==> src/rtl/board_renderer_if.sv <==
// Pixel, frame and palette signals shared between the playfield renderer and its driver.
// No storage; pure signal bundle.
// No flow control; the pixel stream and palette port are free-running.
interface board_renderer_if #(
    parameter int COLS = 10,
    parameter int ROWS = 22
);
    logic [COLS-1:0][ROWS-1:0][2:0] grid;
    logic [9:0]                     DrawX;
    logic [9:0]                     DrawY;
    logic                           vsync;
    logic                           clear_start;
    logic [ROWS-1:0]                clear_rows;
    logic                           pal_we;
    logic [2:0]                     pal_addr;
    logic [11:0]                    pal_data;
    logic [3:0]                     Red;
    logic [3:0]                     Green;
    logic [3:0]                     Blue;
    logic                           flash_busy;
    logic                           clear_done;

    modport master (
        output grid, DrawX, DrawY, vsync, clear_start, clear_rows,
        output pal_we, pal_addr, pal_data,
        input  Red, Green, Blue, flash_busy, clear_done
    );

    modport slave (
        input  grid, DrawX, DrawY, vsync, clear_start, clear_rows,
        input  pal_we, pal_addr, pal_data,
        output Red, Green, Blue, flash_busy, clear_done
    );
endinterface

==> src/rtl/board_renderer.sv <==
// Renders the playfield cell colours, with optional grid lines and a line-clear flash.
// Latency: RGB for a coordinate sampled at edge N is registered at edge N+2.
// No backpressure; one pixel accepted and one produced every cycle.
module board_renderer #(
    parameter int COLS         = 10,
    parameter int ROWS         = 22,
    parameter int HIDDEN       = 2,
    parameter int CELL_LOG2    = 4,
    parameter int ORG_X        = 240,
    parameter int ORG_Y        = 80,
    parameter int GRID_LINES   = 0,
    parameter int FLASH_FRAMES = 24,
    parameter int FLASH_PERIOD = 4
) (
    input logic             Clk,
    input logic             Reset_n,
    board_renderer_if.slave bus
);
    localparam int CW = (COLS > 1) ? $clog2(COLS) : 1;
    localparam int RW = (ROWS > 1) ? $clog2(ROWS) : 1;
    localparam int FW = (FLASH_FRAMES > 1) ? $clog2(FLASH_FRAMES) : 1;

    // Board extent in pixels; 12 bits so the exclusive end never overflows.
    localparam logic [11:0] X_LO = 12'(ORG_X);
    localparam logic [11:0] X_HI = 12'(ORG_X + (COLS << CELL_LOG2));
    localparam logic [11:0] Y_LO = 12'(ORG_Y);
    localparam logic [11:0] Y_HI = 12'(ORG_Y + ((ROWS - HIDDEN) << CELL_LOG2));
    localparam logic [9:0]  OX   = 10'(ORG_X);
    localparam logic [9:0]  OY   = 10'(ORG_Y);

    localparam logic [FW-1:0] LAST_FRAME = FW'(FLASH_FRAMES - 1);

    // Index 0 is the least significant entry.
    localparam logic [7:0][11:0] PAL_RST = {
        12'h707, 12'hF90, 12'hF70, 12'h00F,
        12'hF00, 12'h0F0, 12'h777, 12'hFBC
    };

    typedef enum logic [1:0] {
        IDLE  = 2'd0,
        FLASH = 2'd1,
        DONE  = 2'd2
    } state_t;

    // Stage 1: decoded cell coordinates.
    logic                 in1_d,   in1_q;
    logic [CW-1:0]        col1_d,  col1_q;
    logic [RW-1:0]        row1_d,  row1_q;
    logic [CELL_LOG2-1:0] subx1_d, subx1_q;
    logic [CELL_LOG2-1:0] suby1_d, suby1_q;

    // Stage 2: colour decision flags and cell colour index.
    logic       in2_d,    in2_q;
    logic       line2_d,  line2_q;
    logic       white2_d, white2_q;
    logic [2:0] cidx2_d,  cidx2_q;

    logic [11:0]      rgb_d, rgb_q;
    logic [7:0][11:0] pal_d, pal_q;

    // Flash control.
    state_t          state_d, state_q;
    logic [FW-1:0]   frame_d, frame_q;
    logic [ROWS-1:0] mask_d,  mask_q;
    logic            busy_d,  busy_q;
    logic            done_d,  done_q;
    logic            vs_prev_d, vs_prev_q;
    logic            vs_edge;
    logic            flash_on;

    logic [9:0] dx;
    logic [9:0] dy;

    // Stage 1: board hit test and pixel-to-cell decode.
    always_comb begin
        dx      = bus.DrawX - OX;
        dy      = bus.DrawY - OY;
        in1_d   = ({2'b00, bus.DrawX} >= X_LO) && ({2'b00, bus.DrawX} < X_HI) &&
                  ({2'b00, bus.DrawY} >= Y_LO) && ({2'b00, bus.DrawY} < Y_HI);
        // Off-board pixels park the indices at zero so the grid lookup stays in range.
        col1_d  = in1_d ? CW'(dx >> CELL_LOG2) : '0;
        row1_d  = in1_d ? RW'(32'(dy >> CELL_LOG2) + $unsigned(HIDDEN)) : '0;
        subx1_d = dx[CELL_LOG2-1:0];
        suby1_d = dy[CELL_LOG2-1:0];
    end

    // Stage 2: grid lookup plus the flags that override the palette colour.
    always_comb begin
        flash_on = (state_q == FLASH) &&
                   (((32'(frame_q) / $unsigned(FLASH_PERIOD)) % 32'd2) == 32'd0);
        in2_d    = in1_q;
        line2_d  = (GRID_LINES != 0) && ((subx1_q == '0) || (suby1_q == '0));
        white2_d = flash_on && mask_q[row1_q];
        cidx2_d  = bus.grid[col1_q][row1_q];
    end

    // Output colour by priority, and the palette write port.
    always_comb begin
        rgb_d = 12'h000;
        if (!in2_q || line2_q) begin
            rgb_d = 12'h000;
        end else if (white2_q) begin
            rgb_d = 12'hFFF;
        end else begin
            rgb_d = pal_q[cidx2_q];
        end

        // The output register reads pal_q, so a write lands one cycle after its edge.
        pal_d = pal_q;
        if (bus.pal_we) begin
            pal_d[bus.pal_addr] = bus.pal_data;
        end
    end

    // Flash sequencer next state: IDLE -> FLASH for FLASH_FRAMES vsyncs -> DONE -> IDLE.
    always_comb begin
        vs_edge   = bus.vsync & ~vs_prev_q;
        vs_prev_d = bus.vsync;
        state_d   = state_q;
        frame_d   = frame_q;
        mask_d    = mask_q;
        case (state_q)
            IDLE: begin
                if (bus.clear_start && (bus.clear_rows != '0)) begin
                    mask_d  = bus.clear_rows;
                    frame_d = '0;
                    state_d = FLASH;
                end
            end
            FLASH: begin
                // The last frame exits rather than incrementing, so the counter never wraps.
                if (vs_edge) begin
                    if (frame_q == LAST_FRAME) begin
                        state_d = DONE;
                    end else begin
                        frame_d = frame_q + 1'b1;
                    end
                end
            end
            DONE: begin
                mask_d  = '0;
                state_d = IDLE;
            end
            default: begin
                state_d = IDLE;
            end
        endcase
        busy_d = (state_d == FLASH);
        done_d = (state_d == DONE);
    end

    // Pixel pipeline and palette registers.
    always_ff @(posedge Clk or negedge Reset_n) begin
        if (!Reset_n) begin
            in1_q    <= 1'b0;
            col1_q   <= '0;
            row1_q   <= '0;
            subx1_q  <= '0;
            suby1_q  <= '0;
            in2_q    <= 1'b0;
            line2_q  <= 1'b0;
            white2_q <= 1'b0;
            cidx2_q  <= '0;
            rgb_q    <= '0;
            pal_q    <= PAL_RST;
        end else begin
            in1_q    <= in1_d;
            col1_q   <= col1_d;
            row1_q   <= row1_d;
            subx1_q  <= subx1_d;
            suby1_q  <= suby1_d;
            in2_q    <= in2_d;
            line2_q  <= line2_d;
            white2_q <= white2_d;
            cidx2_q  <= cidx2_d;
            rgb_q    <= rgb_d;
            pal_q    <= pal_d;
        end
    end

    // Flash state machine with registered status outputs.
    always_ff @(posedge Clk or negedge Reset_n) begin
        if (!Reset_n) begin
            state_q   <= IDLE;
            frame_q   <= '0;
            mask_q    <= '0;
            busy_q    <= 1'b0;
            done_q    <= 1'b0;
            vs_prev_q <= 1'b0;
        end else begin
            state_q   <= state_d;
            frame_q   <= frame_d;
            mask_q    <= mask_d;
            busy_q    <= busy_d;
            done_q    <= done_d;
            vs_prev_q <= vs_prev_d;
        end
    end

    assign bus.Red        = rgb_q[11:8];
    assign bus.Green      = rgb_q[7:4];
    assign bus.Blue       = rgb_q[3:0];
    assign bus.flash_busy = busy_q;
    assign bus.clear_done = done_q;
endmodule

==> src/flat_wrapper.sv <==
// flat-port wrapper written by rule: the top's interface ports become plain ports
module board_renderer_flat 
#(
    parameter int COLS         = 10,
    parameter int ROWS         = 22,
    parameter int HIDDEN       = 2,
    parameter int CELL_LOG2    = 4,
    parameter int ORG_X        = 240,
    parameter int ORG_Y        = 80,
    parameter int GRID_LINES   = 0,
    parameter int FLASH_FRAMES = 24,
    parameter int FLASH_PERIOD = 4
)
  (Clk, Reset_n, bus_grid, bus_DrawX, bus_DrawY, bus_vsync, bus_clear_start, bus_clear_rows, bus_pal_we, bus_pal_addr, bus_pal_data, bus_Red, bus_Green, bus_Blue, bus_flash_busy, bus_clear_done);
  board_renderer_if #(.COLS(COLS), .ROWS(ROWS)) bus_i ();
  input logic Clk;
  input logic Reset_n;
  input wire logic [$bits(bus_i.grid)-1:0] bus_grid;
  input wire logic [$bits(bus_i.DrawX)-1:0] bus_DrawX;
  input wire logic [$bits(bus_i.DrawY)-1:0] bus_DrawY;
  input wire logic [$bits(bus_i.vsync)-1:0] bus_vsync;
  input wire logic [$bits(bus_i.clear_start)-1:0] bus_clear_start;
  input wire logic [$bits(bus_i.clear_rows)-1:0] bus_clear_rows;
  input wire logic [$bits(bus_i.pal_we)-1:0] bus_pal_we;
  input wire logic [$bits(bus_i.pal_addr)-1:0] bus_pal_addr;
  input wire logic [$bits(bus_i.pal_data)-1:0] bus_pal_data;
  output wire logic [$bits(bus_i.Red)-1:0] bus_Red;
  output wire logic [$bits(bus_i.Green)-1:0] bus_Green;
  output wire logic [$bits(bus_i.Blue)-1:0] bus_Blue;
  output wire logic [$bits(bus_i.flash_busy)-1:0] bus_flash_busy;
  output wire logic [$bits(bus_i.clear_done)-1:0] bus_clear_done;
  assign bus_i.grid = bus_grid;
  assign bus_i.DrawX = bus_DrawX;
  assign bus_i.DrawY = bus_DrawY;
  assign bus_i.vsync = bus_vsync;
  assign bus_i.clear_start = bus_clear_start;
  assign bus_i.clear_rows = bus_clear_rows;
  assign bus_i.pal_we = bus_pal_we;
  assign bus_i.pal_addr = bus_pal_addr;
  assign bus_i.pal_data = bus_pal_data;
  assign bus_Red = bus_i.Red;
  assign bus_Green = bus_i.Green;
  assign bus_Blue = bus_i.Blue;
  assign bus_flash_busy = bus_i.flash_busy;
  assign bus_clear_done = bus_i.clear_done;
  board_renderer #(.COLS(COLS), .ROWS(ROWS), .HIDDEN(HIDDEN), .CELL_LOG2(CELL_LOG2), .ORG_X(ORG_X), .ORG_Y(ORG_Y), .GRID_LINES(GRID_LINES), .FLASH_FRAMES(FLASH_FRAMES), .FLASH_PERIOD(FLASH_PERIOD)) u_core (.Clk(Clk), .Reset_n(Reset_n), .bus(bus_i));
endmodule
==> config.mk <==
export PLATFORM = sky130hd
export DESIGN_NAME = board_renderer_flat
export DESIGN_NICKNAME = d
export VERILOG_FILES = /design/src/rtl/board_renderer_if.sv /design/src/rtl/board_renderer.sv /design/src/flat_wrapper.sv
export SDC_FILE = /design/constraint.sdc
export NUM_CORES = 1
export LEC_CHECK = 0
export CAP_MARGIN = 5
export CORE_AREA = 4 4 282 284
export CTS_BUF_LIST = sky130_fd_sc_hd__clkbuf_4
export CTS_CLUSTER_DIAMETER = 60
export DETAILED_ROUTE_END_ITERATION = 16
export DIE_AREA = 0 0 286 288
export PLACE_DENSITY = 0.43
export SLEW_MARGIN = 20
export SYNTH_ARGS = -nofsm -noshare
export SYNTH_HDL_FRONTEND = slang
export SYNTH_SLANG_ARGS = --single-unit
==> constraint.sdc <==
create_clock -name Clk -period 2.8 [get_ports Clk]
set_input_delay 0.42 -clock Clk [delete_from_list [all_inputs] [get_ports Clk]]
set_output_delay 0.42 -clock Clk [all_outputs]
set_load 0.1 [all_outputs]
==> flow_metrics.env, run 1 <==
export IMPL_design_portCount=736
export IMPL_slew_violations=0
export IMPL_synth_cells_most_frequent="mux4_2, mux2_2, dfrtp_1"
export IMPL_run_status="finished, final reports clean"
export IMPL_clockBufferDepth=2
export IMPL_fmax_mhz=363
export IMPL_p_clk_share_pct=20.1
export IMPL_gr_usage_met2_pct=39.5
export IMPL_antenna_found_initial=59
export IMPL_path_buf_inv=2
export IMPL_cts_tree="built"
export IMPL_hold_path_cell_count=1
export IMPL_synth_edf_count=0
export IMPL_io_buffers=731
export IMPL_cp_slowest_cell="mux4_2"
export IMPL_dr_pass1_iters=6
export IMPL_wl_per_cell_um=33.7
export IMPL_gp_congestion=0.932
export IMPL_path_cells="buf_12 > bufbuf_16 > mux4_2 > mux4_2 > o31a_1 > o311ai_1 > nand3_1"
export IMPL_cts_root_buf="clkbuf_4"
export IMPL_max_stage_delay_ns=0.59
export IMPL_grt_pass1_vias=13900
export IMPL_synth_most_common_cell="mux4_2"
export IMPL_pwr_share_seq_pct=40.8
export IMPL_clock_sinks=155
export IMPL_met1_usage_pct=27.4
export IMPL_tightest_slew_ns=0.779
export IMPL_required_ns=3.33
export IMPL_reg2regPathDepth=7
export IMPL_cp_common_cell="mux4_2"
export IMPL_fp_coreArea_sq_mm=0.0771
export IMPL_yosysWarningCount=0
export IMPL_avgSynthCellArea_sq_um=13.0
export IMPL_start_kind="register"
export IMPL_hpwl_um=82000
export IMPL_cp_end_kind="register"
export IMPL_vias_per_cell=4.55
export IMPL_start_util_pct=16.3
export IMPL_grt_pass1_wl_um=123000
export IMPL_maxSlewHeadroom_pct=48.1
export IMPL_vdd_ir_drop_max_v=0.000220
export IMPL_yosys_area_top_type="mux4_2"
export IMPL_critPathTopFamily="multiplexers"
export IMPL_rows=102
export IMPL_cap_violations=0
export IMPL_vias=12700
export IMPL_rsz0062_at_grt="yes"
export IMPL_synth_nets=1696
export IMPL_overflow=0
export IMPL_drtIter0Drc=774
export IMPL_grt_use_total_pct=21.9
export IMPL_netSwitchingPower_uw=2330
export IMPL_seq_area_frac_synth_pct=31.3
export IMPL_clk_latency_ns=0.63
export IMPL_h_tree_depth=4
export IMPL_worstPathArrival_ns=3.28
export IMPL_layout_nets=2455
export IMPL_drtAntennaViolNets=0
export IMPL_grt_max_degree=64
export IMPL_fin_skew_ns=0.0548
export IMPL_path_depth=7
export IMPL_numCtsBuffers=17
export IMPL_drt_total_wl_um=94200
export IMPL_hp_class="primary input to register"
export IMPL_power_frac_comb_pct=39.1
export IMPL_die_w_um=286
export IMPL_synth_top_cell_area_share_pct=29.9
export IMPL_p_sw_share_pct=30.5
export IMPL_setup_violations_final=0
export IMPL_dieArea_sq_mm=0.0824
export IMPL_cellLeakagePower_uw=0.00776
export IMPL_drive_gt1_share_pct=28.9
export IMPL_hold_viol=0
export IMPL_finalCritPeriodShare_pct=98.3
export IMPL_power_internal_uw=5310
export IMPL_ys_top_cells_by_area="mux4_2, dfrtp_1, mux2_2, dfstp_2, mux2i_1"
export IMPL_synthCells=968
export IMPL_synthToLayoutAreaGrowth_pct=75.5
export IMPL_period_minus_slack_ns=2.75
export IMPL_final_core_util_pct=28.6
export IMPL_path_max_fanout=16
export IMPL_cts_reportedPaths_clkPinSlew_ns=0.19
export IMPL_die_h_um=288
export IMPL_gr_max_usage_layer="met2"
export IMPL_ys_flop_type="dfrtp_1"
export IMPL_worstSetupPathType="register to register"
export IMPL_netlist_area_sq_mm=0.0126
export IMPL_drc=0
export IMPL_final_setup_tns_ns=0
export IMPL_synth_seq_cells=155
export IMPL_cellPowerDensity_mw_per_mm2=346
export IMPL_netlist_cell_type_count=65
export IMPL_async_reset_ff_share_pct=100
export IMPL_gr_usage_met3_pct=5.27
routing by layer:
| metal | wire (um) | part of all wire, % |
|---|---|---|
| met1 | 38200 | 41 |
| met2 | 48700 | 52 |
| met3 | 5960 | 6.3 |
| met4 | 1250 | 1.3 |
| met5 | 69 | 0.073 |
stage by stage:
step                      cell area, sq um  hold WS [ns]  setup slack, ns  instances  total power (uW)
after global routing                 22000         0.268         -0.00649       2784              8070
after floorplan                      12600         0.124            0.626        968              4420
after detailed placement             21500         0.459           -0.289       2738              6150
final                                22100         0.300           0.0488       2794              7640
after global placement               21500         0.447           -0.351       2738              6090
after CTS                            22000         0.233          0.00293       2779              7760
power by group through the flow:
stage / Combinational, uW / Sequential, uW / Clock, uW
after detailed placement: 2980 / 3170 / 0
final: 2990 / 3120 / 1530
after CTS: 3010 / 3120 / 1620
after floorplan: 1330 / 3090 / 0
after global placement: 2960 / 3130 / 0
after global routing: 3180 / 3180 / 1710
registers in the layout (all words and copies together), names as in the netlist:
name / count
u_core.in1_q: 1
u_core.row1_q: 5
u_core.mask_q: 22
u_core.vs_prev_q: 1
u_core.bus.flash_busy: 1
u_core.bus.clear_done: 1
u_core.state_q: 2
u_core.in2_q: 1
u_core.rgb_q: 12
u_core.pal_q: 96
u_core.frame_q: 5
u_core.cidx2_q: 3
u_core.white2_q: 1
u_core.col1_q: 4
placed cells by master (no fill, tap or decap), types with 5 or more instances in the layout:
master	count
clkdlybuf4s50_1	716
mux4_2	167
mux2_2	118
dfrtp_1	100
buf_4	89
mux2i_1	67
dfstp_2	49
nand2_1	45
nor2_1	34
a21oi_1	21
a22o_1	21
clkbuf_4	18
nor2b_1	15
buf_12	15
diode_2	14
nor3_1	14
nand2b_1	13
o21a_1	12
nand3_1	12
a221oi_1	12
inv_1	11
o21ai_0	10
nand4_1	10
a22oi_1	10
o221ai_1	9
o211ai_1	9
o22ai_1	8
a31oi_1	8
a211oi_1	7
nor4_1	6
o21ai_1	6
ha_1	6
nand4b_1	5
xor2_1	5
nand3b_1	5
inv_6	5
logic make-up after synthesis:
logic type | after synthesis | synth area share (%)
AOI/OAI and AO/OA | 162 | 9.40
xor gates and xnor gates | 9 | 0.627
adders and majority gates | 7 | 0.677
buffers and inverters | 100 | 4.50
DFF | 155 | 31.3
muxes | 356 | 46.1
and+or+nand+nor | 179 | 7.32
what timing repair did:
item | 4_1_cts | 5_1_grt
hold endpoints to repair | 38 | 0
cloned | 1 | 1
endpoints found under the setup margin | 2 | 3
gates resized for setup | 8 | 10
hold buffers | 1 | 0
setup buffers | 7 | 0
final cells by class:
cell class / instances / area, sq um
fill: 8116 / 55000
clock buffer: 18 / 135
multi-input combinational: 713 / 8140
timing repair buffer: 828 / 8280
inverter: 12 / 45.0
sequential: 155 / 3960
tap: 1040 / 1300
clock inverter: 14 / 178
antenna: 14 / 35.0
final timing paths:
path	start	to	slack, ns
min	bus_vsync	u_core.vs_prev_q$_DFF_PN0_	0.30
max	u_core.col1_q[0]$_DFF_PN0_	u_core.cidx2_q[1]$_DFF_PN0_	0.05
max reg2reg	u_core.col1_q[0]$_DFF_PN0_	u_core.cidx2_q[1]$_DFF_PN0_	0.05
min in group asynchronous	Reset_n	u_core.rgb_q[6]$_DFF_PN0_	0.35
min reg2reg	u_core.in1_q$_DFF_PN0_	u_core.in2_q$_DFF_PN0_	0.50
max in group asynchronous	Reset_n	u_core.pal_q[79]$_DFFE_PN1P_	1.63
Note: power is estimated with default switching activity, not from simulation.
==> run 2, diff against run 1 <==
--- a/config.mk
+++ b/config.mk
@@ -11,7 +11,7 @@
 export CTS_CLUSTER_DIAMETER = 60
 export DETAILED_ROUTE_END_ITERATION = 16
 export DIE_AREA = 0 0 286 288
-export PLACE_DENSITY = 0.43
+export PLACE_DENSITY = 0.44
 export SLEW_MARGIN = 20
 export SYNTH_ARGS = -nofsm -noshare
 export SYNTH_HDL_FRONTEND = slang
==> constraint.sdc (replaced) <==
create_clock -name Clk -period 3.02 [get_ports Clk]
set_input_delay 0.453 -clock Clk [delete_from_list [all_inputs] [get_ports Clk]]
set_output_delay 0.453 -clock Clk [all_outputs]
set_load 0.1 [all_outputs]
==> flow_metrics.env, run 2 (synthesis results as in run 1) <==
export IMPL_run_status="finished, final reports clean"
export IMPL_gp_congestion=0.974
export IMPL_placed_cell_area_sq_mm=0.0213
export IMPL_grt_pass1_vias=13600
export IMPL_dieArea_sq_mm=0.0824
export IMPL_startpoint="u_core.col1_q[0]$_DFF_PN0_"
export IMPL_fin_cells=2767
export IMPL_final_setup_tns_ns=0
export IMPL_drt_total_wl_um=91400
export IMPL_max_stage_delay_ns=0.57
export IMPL_h_tree_depth=4
export IMPL_reg2reg_from="u_core.col1_q[0]$_DFF_PN0_"
export IMPL_design_portCount=736
export IMPL_hp_class="primary input to register"
export IMPL_overflow=0
export IMPL_stdcell_area_sq_mm=0.0217
export IMPL_die_w_um=286
export IMPL_fin_skew_ns=0.0400
export IMPL_start_util_pct=16.3
export IMPL_drive_gt1_share_pct=27.2
export IMPL_clockBufferDepth=2
export IMPL_drtAntennaViolNets=0
export IMPL_postCtsSetupBuffers=0
export IMPL_hpwl_um=79400
export IMPL_worstSetupPathType="register to register"
export IMPL_vias=12800
export IMPL_setup_violations_final=0
export IMPL_dp_cells=2720
export IMPL_drtIter0Drc=865
export IMPL_rows=102
export IMPL_cellLeakagePower_uw=0.00757
export IMPL_reg_top3="u_core.pal_q (96), u_core.mask_q (22), u_core.rgb_q (12)"
export IMPL_wl_per_cell_um=33.0
export IMPL_grt_max_degree=74
export IMPL_vdd_ir_drop_max_v=0.000200
export IMPL_clock_sinks=155
export IMPL_numCtsBuffers=17
export IMPL_final_cell_mix="clkdlybuf4s50_1, mux4_2, mux2_2"
export IMPL_rsz0062_at_grt="no"
export IMPL_top_register="u_core.pal_q"
export IMPL_synthToLayoutAreaGrowth_pct=72.4
export IMPL_cts_tree="built"
export IMPL_hold_ws_ns=0.346
export IMPL_start_kind="register"
export IMPL_cellPowerDensity_mw_per_mm2=320
export IMPL_hold_viol=0
export IMPL_cap_violations=0
export IMPL_largest_reg_flops=96
export IMPL_period_minus_slack_ns=2.82
export IMPL_clk_latency_ns=0.60
export IMPL_grt_pass1_wl_um=119000
export IMPL_vias_per_cell=4.61
export IMPL_grt_use_total_pct=21.2
export IMPL_path_buf_inv=2
export IMPL_cp_end_kind="register"
export IMPL_required_ns=3.49
export IMPL_final_core_util_pct=28.1
export IMPL_path_max_fanout=21
export IMPL_maxSlewHeadroom_pct=39.9
export IMPL_drc=0
export IMPL_layout_commonest_cell="clkdlybuf4s50_1"
export IMPL_worstHoldStart="bus_vsync"
export IMPL_fmax_mhz=355
export IMPL_fp_coreArea_sq_mm=0.0771
export IMPL_path_cells="buf_12 > mux4_2 > mux2i_1 > buf_4 > o21ai_0 > a311o_1 > a31oi_1 > nand4_1"
export IMPL_layout_nets=2428
export IMPL_worstPathArrival_ns=3.29
export IMPL_critPathTopFamily="multiplexers"
export IMPL_finalCritPeriodShare_pct=93.4
export IMPL_die_h_um=288
export IMPL_tightest_slew_ns=0.894
export IMPL_slew_violations=0
export IMPL_cts_reportedPaths_clkPinSlew_ns=0.16
export IMPL_cp_slowest_cell="mux4_2"
export IMPL_cts_root_buf="clkbuf_4"
export IMPL_antenna_found_initial=60
export IMPL_io_buffers=731
export IMPL_dr_pass1_iters=7
## run 2: what timing repair did
| item | CTS | global route |
|---|---|---|
| resized for setup | 0 | 1 |
| endpoints found under the setup margin | 0 | 1 |
| hold buffers | 1 | 0 |
| hold endpoints to repair | 38 | 0 |
## run 2: worst paths after layout
check / endpoint / slack, ns / depth (start not counted)
max: u_core.cidx2_q[0]$_DFF_PN0_ / 0.20 / 8
min: u_core.vs_prev_q$_DFF_PN0_ / 0.35 / 1
max reg2reg: u_core.cidx2_q[0]$_DFF_PN0_ / 0.20 / 8
min reg2reg: u_core.mask_q[1]$_DFFE_PN0P_ / 0.52 / 1
max in group asynchronous: u_core.pal_q[18]$_DFFE_PN1P_ / 1.66 / 3
min in group asynchronous: u_core.rgb_q[1]$_DFF_PN0_ / 0.41 / 2
## run 2: area by class of cell
cell class                 count  area, sq um
antenna                       14         35.0
clock buffer                  17          128
clock inverter                15          156
fill                        8084        55400
inverter                      12         45.0
multi-input combinational    713         8090
sequential                   155         3960
tap                         1040         1300
timing repair buffer         801         7960
## run 2: through the flow
| stage | setup WS, ns | total power, uW |
|---|---|---|
| after floorplan | 0.846 | 4100 |
| after global placement | 0.160 | 5610 |
| after global routing | 0.0653 | 7340 |
| final | 0.200 | 6940 |
| after CTS | 0.156 | 7040 |
| after detailed placement | 0.108 | 5670 |
## run 2: per-layer routing
layer | wire length (um) | part of all wire [%] | global-route usage, % | up-vias
met3 | 6240 | 6.8 | 5.63 | 120
li1 | - | - | - | 5429
met4 | 1430 | 1.6 | 2.93 | 14
met2 | 47100 | 52 | 38.0 | 628
met1 | 36600 | 40 | 26.1 | 6566
met5 | 75 | 0.082 | 0 | -
## run 2: where the power goes
group | internal (uW) | leakage (uW) | switching (uW)
sequential | 2610 | 0.00184 | 292
combinational | 1750 | 0.00558 | 967
clock | 439 | 0.000150 | 882
total | 4800 | 0.00757 | 2140
